==> config.mk <==
export PLATFORM = sky130hd
export DESIGN_NAME = subcarrier_nco
export DESIGN_NICKNAME = d
export VERILOG_FILES = /design/src/rtl/subcarrier_nco.sv
export SDC_FILE = /design/constraint.sdc
export NUM_CORES = 1
export LEC_CHECK = 0
export CORE_MARGIN = 4
export CORE_UTILIZATION = 59
export CTS_CLUSTER_DIAMETER = 60
export DETAILED_ROUTE_END_ITERATION = 10
export PLACE_DENSITY = 0.94
export SYNTH_ARGS = -nofsm -noshare
export SYNTH_HDL_FRONTEND = slang
export SYNTH_SLANG_ARGS = --single-unit
==> constraint.sdc <==
create_clock -name clk -period 7.08 [get_ports clk]
set_input_delay 0.708 -clock clk [delete_from_list [all_inputs] [get_ports clk]]
set_output_delay 0.708 -clock clk [all_outputs]
set_load 0.01 [all_outputs]
==> src/rtl/subcarrier_nco.sv <==
// NTSC colour-subcarrier NCO: 32-bit phase accumulator, quadrature sine/cosine
// LUT outputs, and an hsync-timed colour-burst window with burst sample.
//
// Burst FSM states:
//   state    | meaning
//   ST_IDLE  | waiting for an hsync rising edge
//   ST_DELAY | counting BURST_DELAY clocks from the hsync edge
//   ST_BURST | burst window open for BURST_LEN clocks
module subcarrier_nco #(
    parameter int                     PHASE_WIDTH = 32,
    parameter logic [PHASE_WIDTH-1:0] PHASE_INC   = 179813221,
    parameter int                     BURST_DELAY = 456,
    parameter int                     BURST_LEN   = 770
) (
    input  logic                   clk,
    input  logic                   reset_n,
    input  logic [PHASE_WIDTH-1:0] inc_in,
    input  logic                   inc_load,
    input  logic                   field_sync,
    input  logic                   hsync,
    output logic [PHASE_WIDTH-1:0] phase,
    output logic signed [7:0]      sin_out,
    output logic signed [7:0]      cos_out,
    output logic                   burst_active,
    output logic signed [7:0]      burst_out
);

    localparam int CNT_MAX = (BURST_DELAY > BURST_LEN) ? BURST_DELAY : BURST_LEN;
    localparam int CNT_W   = (CNT_MAX > 1) ? $clog2(CNT_MAX) : 1;
    localparam logic [CNT_W-1:0] DELAY_LAST = CNT_W'(BURST_DELAY - 1);
    localparam logic [CNT_W-1:0] BURST_LAST = CNT_W'(BURST_LEN - 1);

    typedef enum logic [1:0] {
        ST_IDLE  = 2'd0,
        ST_DELAY = 2'd1,
        ST_BURST = 2'd2
    } state_t;

    state_t                   state_q, state_d;
    logic [CNT_W-1:0]         cnt_q, cnt_d;
    logic [PHASE_WIDTH-1:0]   phase_q, phase_d;
    logic [PHASE_WIDTH-1:0]   inc_q, inc_d;
    logic signed [7:0]        sin_q, sin_d;
    logic signed [7:0]        cos_q, cos_d;
    logic                     burst_active_q, burst_active_d;
    logic                     field_sync_q, hsync_q;
    logic                     fs_edge, hs_edge;
    logic [5:0]               idx_sin, idx_cos;
    logic signed [7:0]        sin_neg;

    // First quadrant of round(127*sin(2*pi*k/64)), k = 0..16.
    function automatic logic [6:0] quarter_sin(input logic [4:0] k);
        logic [6:0] v;
        case (k)
            5'd0:    v = 7'd0;
            5'd1:    v = 7'd12;
            5'd2:    v = 7'd25;
            5'd3:    v = 7'd37;
            5'd4:    v = 7'd49;
            5'd5:    v = 7'd60;
            5'd6:    v = 7'd71;
            5'd7:    v = 7'd81;
            5'd8:    v = 7'd90;
            5'd9:    v = 7'd98;
            5'd10:   v = 7'd106;
            5'd11:   v = 7'd112;
            5'd12:   v = 7'd117;
            5'd13:   v = 7'd122;
            5'd14:   v = 7'd125;
            5'd15:   v = 7'd126;
            default: v = 7'd127;
        endcase
        return v;
    endfunction

    // Full 64-entry table folded onto the quarter wave: bit 4 mirrors, bit 5 negates.
    function automatic logic signed [7:0] sine_lut(input logic [5:0] idx);
        logic [4:0]        off;
        logic signed [7:0] mag;
        off = idx[4] ? (5'd16 - {1'b0, idx[3:0]}) : {1'b0, idx[3:0]};
        mag = $signed({1'b0, quarter_sin(off)});
        return idx[5] ? -mag : mag;
    endfunction

    // Edge detection, increment register, accumulator and LUT lookups.
    always_comb begin
        fs_edge        = field_sync & ~field_sync_q;
        hs_edge        = hsync & ~hsync_q;
        inc_d          = inc_load ? inc_in : inc_q;
        phase_d        = fs_edge ? '0 : phase_q + inc_q;
        idx_sin        = phase_q[PHASE_WIDTH-1 -: 6];
        idx_cos        = idx_sin + 6'd16;
        sin_d          = sine_lut(idx_sin);
        cos_d          = sine_lut(idx_cos);
        burst_active_d = (state_q == ST_BURST);
    end

    // Datapath registers with synchronous active-low reset.
    always_ff @(posedge clk) begin
        if (!reset_n) begin
            phase_q        <= '0;
            inc_q          <= PHASE_INC;
            sin_q          <= '0;
            cos_q          <= '0;
            burst_active_q <= 1'b0;
            field_sync_q   <= 1'b0;
            hsync_q        <= 1'b0;
        end else begin
            phase_q        <= phase_d;
            inc_q          <= inc_d;
            sin_q          <= sin_d;
            cos_q          <= cos_d;
            burst_active_q <= burst_active_d;
            field_sync_q   <= field_sync;
            hsync_q        <= hsync;
        end
    end

    // Burst FSM next state; hsync edges outside IDLE are deliberately ignored.
    always_comb begin
        state_d = state_q;
        cnt_d   = cnt_q;
        case (state_q)
            ST_IDLE: begin
                if (hs_edge) begin
                    state_d = ST_DELAY;
                    cnt_d   = '0;
                end
            end
            ST_DELAY: begin
                if (cnt_q == DELAY_LAST) begin
                    state_d = ST_BURST;
                    cnt_d   = '0;
                end else begin
                    cnt_d = cnt_q + 1'b1;
                end
            end
            ST_BURST: begin
                if (cnt_q == BURST_LAST) begin
                    state_d = ST_IDLE;
                    cnt_d   = '0;
                end else begin
                    cnt_d = cnt_q + 1'b1;
                end
            end
            default: begin
                state_d = ST_IDLE;
                cnt_d   = '0;
            end
        endcase
    end

    // Burst FSM state register.
    always_ff @(posedge clk) begin
        if (!reset_n) begin
            state_q <= ST_IDLE;
            cnt_q   <= '0;
        end else begin
            state_q <= state_d;
            cnt_q   <= cnt_d;
        end
    end

    // Burst sample is the registered sine inverted and halved; sin never reaches -128.
    always_comb begin
        sin_neg   = -sin_q;
        burst_out = burst_active_q ? (sin_neg >>> 1) : 8'sd0;
    end

    assign phase        = phase_q;
    assign sin_out      = sin_q;
    assign cos_out      = cos_q;
    assign burst_active = burst_active_q;

endmodule
# After elaboration in Yosys (flattened, before gate mapping)
# Memories as Yosys holds them, arrays and structs flattened.
# Cells that the tools add are included.
# word_totals
inputBits	37
wordCells	53
romBits	224
ramBits	0
ff_bits	95
latch_bits	0
out_inout_bits	57
n_memories	2
# classes
multipliers	0
reduce_logical	5
mux	15
n_bitwise	5
n_shift	0
div	0
n_eq_ne	7
addsub	8
magnitude_cmp	0
# mem_list
name	depth	width	rd	rd_ports_with_merged_regs	wr	line_no	text
(name not given)	16	7	1	0	0	54	case (k)
(name not given)	16	7	1	0	0	54	
# ops
op	n
$add A32 B32 Y32	1
$mux W10	3
$pmux W10 S3	1
$mux W7	4
$neg A7 Y8	2
$add A10 B1 Y10 const B	1
$eq A10 B10 Y1 const B	1
$eq A10 B9 Y1 const B	1
$mux W5	2
$sub A5 B4 Y5 const A	2
$mux W8	1
$neg A8 Y8	1
$add A6 B5 Y6 const B	1
$mux W2	3
$pmux W2 S3	1
$ne A2 B2 Y1 const B	2
$reduce_and A2 Y1	2
$not A1 Y1	3
$reduce_and A3 Y1	1
$and A1 B1 Y1	2
$eq A2 B1 Y1 const B	1
$eq A2 B2 Y1 const B	1
$logic_not A2 Y1	1
$ne A2 B1 Y1 const B	1
$reduce_or A2 Y1	1

# Depth between registers and ports, before layout
# An unclocked memory read counts as a cell.
# logic_depth
word_depth	7
ltp_mapped	13
depth_no_buf	13

# Worst setup path before layout
# OpenSTA, ideal clock, no wires.
# synth_path
path_kind	register to register
start	register phase_q[26], in the netlist phase[26]
end	register sin_q[6], in the netlist sin_out[6]
stages_incl_launch_ff	14
setup_time_ns	0.128
required_ns	6.952
t_arrival_ns	3.246
n_path_buf	0
path_slack_ns	3.707
period_less_slack_ns	3.373
path_cell_list	dfxtp_1 -> clkinv_1 -> ha_1 -> nand2_1 -> o21a_1 -> inv_1 -> ha_1 -> and3_1 -> a211oi_2 -> ha_1 -> or3b_1 -> o31ai_2 -> xor2_1 -> nor2_1
# synth_between
elab_chain_cells	6
# synth_lines
element	line_no	text
start, declared	41	logic [PHASE_WIDTH-1:0] phase_q, phase_d;
start signal, assigned	109	phase_q <= phase_d;
$sub A5 B4 Y5	80	off = idx[4] ? (5'd16 - {1'b0, idx[3:0]}) : {1'b0, idx[3:0]};
$mux W5 *	80	
$mem_v2 Z16 W7	-	
$mux W7 *	54	
$neg A7 Y8	82	return idx[5] ? -mag : mag;
$mux W7 *	82	
end signal, assigned	111	sin_q <= sin_d;
end, declared	43	logic signed [7:0] sin_q, sin_d;
# Mark *: on every way between the ends. The rest lies on a longest branch, timed or not.
# A chain may end at the register's enable or synchronous reset.

# Final worst setup path
# Ends and elaborated chain as after synthesis.

==> metrics <==
run status=finished clean; area grow syn2layout=19.8%; H-tree levels=3; Critical Path RT=approximately 7.3 ns; Worst Skew=0.0107 ns; logic gate share of total power=46.7%; Critical Path Max Stage Delay=between 0.8 and 0.9 ns; post-route cell area=between 0.007 and 0.008 mm²; all-layer global routing usage=25.4%; Post-Route WL=14400 µm; compound-cell area share of the yosys netlist=roughly a fifth; syn nets=794; post-cts sizing count=0; # port buffers=93; Yosys cell types=64; leading register cell type out of synthesis=dfxtp_1; Area contributors post-synth=dfxtp_1 32%, ha_1 10%, mux2i_1 6.3%; Critical Path Fanout Max=20; post-synthesis simple-gate area fraction=between 20 and 25%; DP Worst Slack=2.89 ns; final hold viol count=0; first-pass GRT wire length=about 24000 µm; Net Sw Frac=38.8%; antenna fix cells=0; cell taking the most area after synthesis=dfxtp_1; sequential group share of total power=between 30% and 40%; maximum VDD drop=0.157 mV; clk slew on worst S/H paths=about 0.090 ns; CTS tree=built; CP Launch Type=register; number of global-route vias before repair=5310; Cell Area, Placed=0.00688 mm²; CP max-delay cell=dfxtp_1; Max Slew Vio Count=0; clk_lat worst skew=0.37 ns; unrepaired setup endpoints after global routing=false; clock power share=a little under a fifth; fin nets=869; WL/cell=roughly 16 µm; largest family of logic cells by synthesized area=simple AND/OR/NAND/NOR gates; Ys Warns=0; Post-Synth Adder-Cell Area=a little over a tenth; die width=108 µm; Tmin final=~4.2 ns; ANT nets after route=0; Hold WS=roughly 0.5 ns; class of the worst hold path=register to register; WP data arrival=approximately 4.5 ns; dpl hpwl=10900 µm; initial antenna violation count=0; die area=0.0117 mm²; num ports=94; CTS Buf Count=9; Design Power=1930 µW; Starting Density=60.3%; proportion of layout cells with a drive suffix above 1=3.94%; PwrDens=274 mW/mm²; clock tree root driver cell=clkbuf_8; XOR/XNOR Fraction of Synth Area=6.66%; Mapped Cells=707; Fin Setup TNS=0 ns; switching power=751 µW; Post-synth EDFFs=0; Synth async-reset ratio=0%; critical-path cell list=clkinv_1 > ha_1 > nand2b_1 > xor2_1 > mux2i_1 > a211oi_2 > ha_1 > or3b_1 > o31ai_2 > xor2_1 > nor2_1; drt drc=0; share of the synthesized area in the top cell type=32.2%; Max Cap Viol=0; First-pass DRT Iterations=5; multiplexer share of the synthesized area=between 6 and 7%; Die Span Y=about 110 µm; Pleak=0.00305 µW; Critical Path Sink Type=register; Placer Congestion=about 0.94; relative slew slack=32.8%; commonest non-fill, non-tap cells in the layout=97 x nor2_1, 95 x dfxtp_1, 92 x clkdlybuf4s50_1, 56 x nand2_1, 49 x ha_1; Fmax achieved=236 MHz; drt first-iter violations=243; Syn Area/Cell=8.34 µm²; commonest non-fill, non-tap cell in the layout=nor2_1; register bit total from synthesis=95; # setup viols final=0; Std-Cell Core Area=0.00977 mm²; vias per inst=5.87; grt ovf=0; period utilization=59.9%; Worst-Margin Slew=a little over 1 ns; largest net degree at the start of global routing=33; vias post-DR=between 5000 and 6000; num rows=36; post-CTS setup buffers=0; Internal Power=around 1200 µW; crit path kind=register to register; Cell Area, Synth=0.00590 mm²; maximum root-to-sink buffer count=2; Final Worst Setup Slack=2.84 ns; number of clock sinks seen by CTS=95; CTS Hold Bufs=0; sequential area share after synthesis=between 30% and 40%
## per-layer routing
metal  part of all wire, %  track usage [%]  wire length, µm
met1                    42             29.9             6040
met2                    50             45.7             7150
met4                   2.6             10.2              372
met5                     0                0                0
met3                   5.8             4.12              842
## worst max-delay path, delay by kind of cell (launching register included)
family          cells  cell delay (ns)
flops               1             0.82
xor+xnor            2             0.67
simple gates        3             0.66
fa+ha+maj           2             0.65
buf+inv             1             0.57
compound gates      2             0.56
mux                 1             0.17
## power groups by stage
stage | combinational (µW) | clock, µW | sequential [µW]
2_1_floorplan | 603 | 0 | 696
4_1_cts | 898 | 361 | 677
3_3_place_gp | 864 | 0 | 684
6_report | 903 | 354 | 677
5_1_grt | 1000 | 382 | 687
3_5_place_dp | 890 | 0 | 689
## cells in the mapped netlist (10+ instances only)
library cell / count
nor2_1: 97
dfxtp_1: 95
nand2_1: 56
ha_1: 49
a21oi_1: 37
mux2i_1: 37
o21ai_0: 27
inv_1: 23
xnor2_1: 23
a21o_1: 22
clkbuf_1: 22
nand3_1: 21
xor2_1: 20
nor3_1: 17
and2_1: 13
o211ai_1: 12
and3_1: 11
a211oi_1: 10
## logic make-up (layout without fill, tap and decap cells)
family	count (synthesis)	count (layout)
buffers and inverters	55	134
and+or+nand+nor	257	257
AOI/OAI and AO/OA	168	168
DFF	95	95
xor gates and xnor gates	44	44
muxes	38	38
adders and majority gates	50	50
## final timing paths
| kind | start | end | slack (ns) | cells past startpoint |
|---|---|---|---|---|
| min | inc_q[13] | inc_q[13] | 0.49 | 2 |
| max reg2reg | phase[26] | sin_out[6] | 2.84 | 11 |
| max | phase[26] | sin_out[6] | 2.84 | 11 |
| min reg2reg | inc_q[13] | inc_q[13] | 0.49 | 2 |
## state kept, by name, indices dropped and copies added, names as in the netlist
register,cells
burst_active,1
cos_out,8
inc_q,32
phase,32
cnt_q,10
state_q,2
sin_out,8
field_sync_q,1
hsync_q,1
## layout make-up
type                            count  area, µm²
Sequential cell                    95       1900
Inverter                           24       90.1
Clock buffer                       10        128
Multi-Input combinational cell    557       3780
Fill cell                         757       2710
Clock inverter                      5       57.6
Timing Repair Buffer               95        941
Tap cell                          133        166
## metrics by stage
step | instances | utilization [%]
finish | 919 | 72.3
global route | 919 | 72.3
CTS | 919 | 72.3
detailed placement | 904 | 70.4
global placement | 904 | 70.4
floorplan | 707 | -
Note: power is estimated with default switching activity, not from simulation.
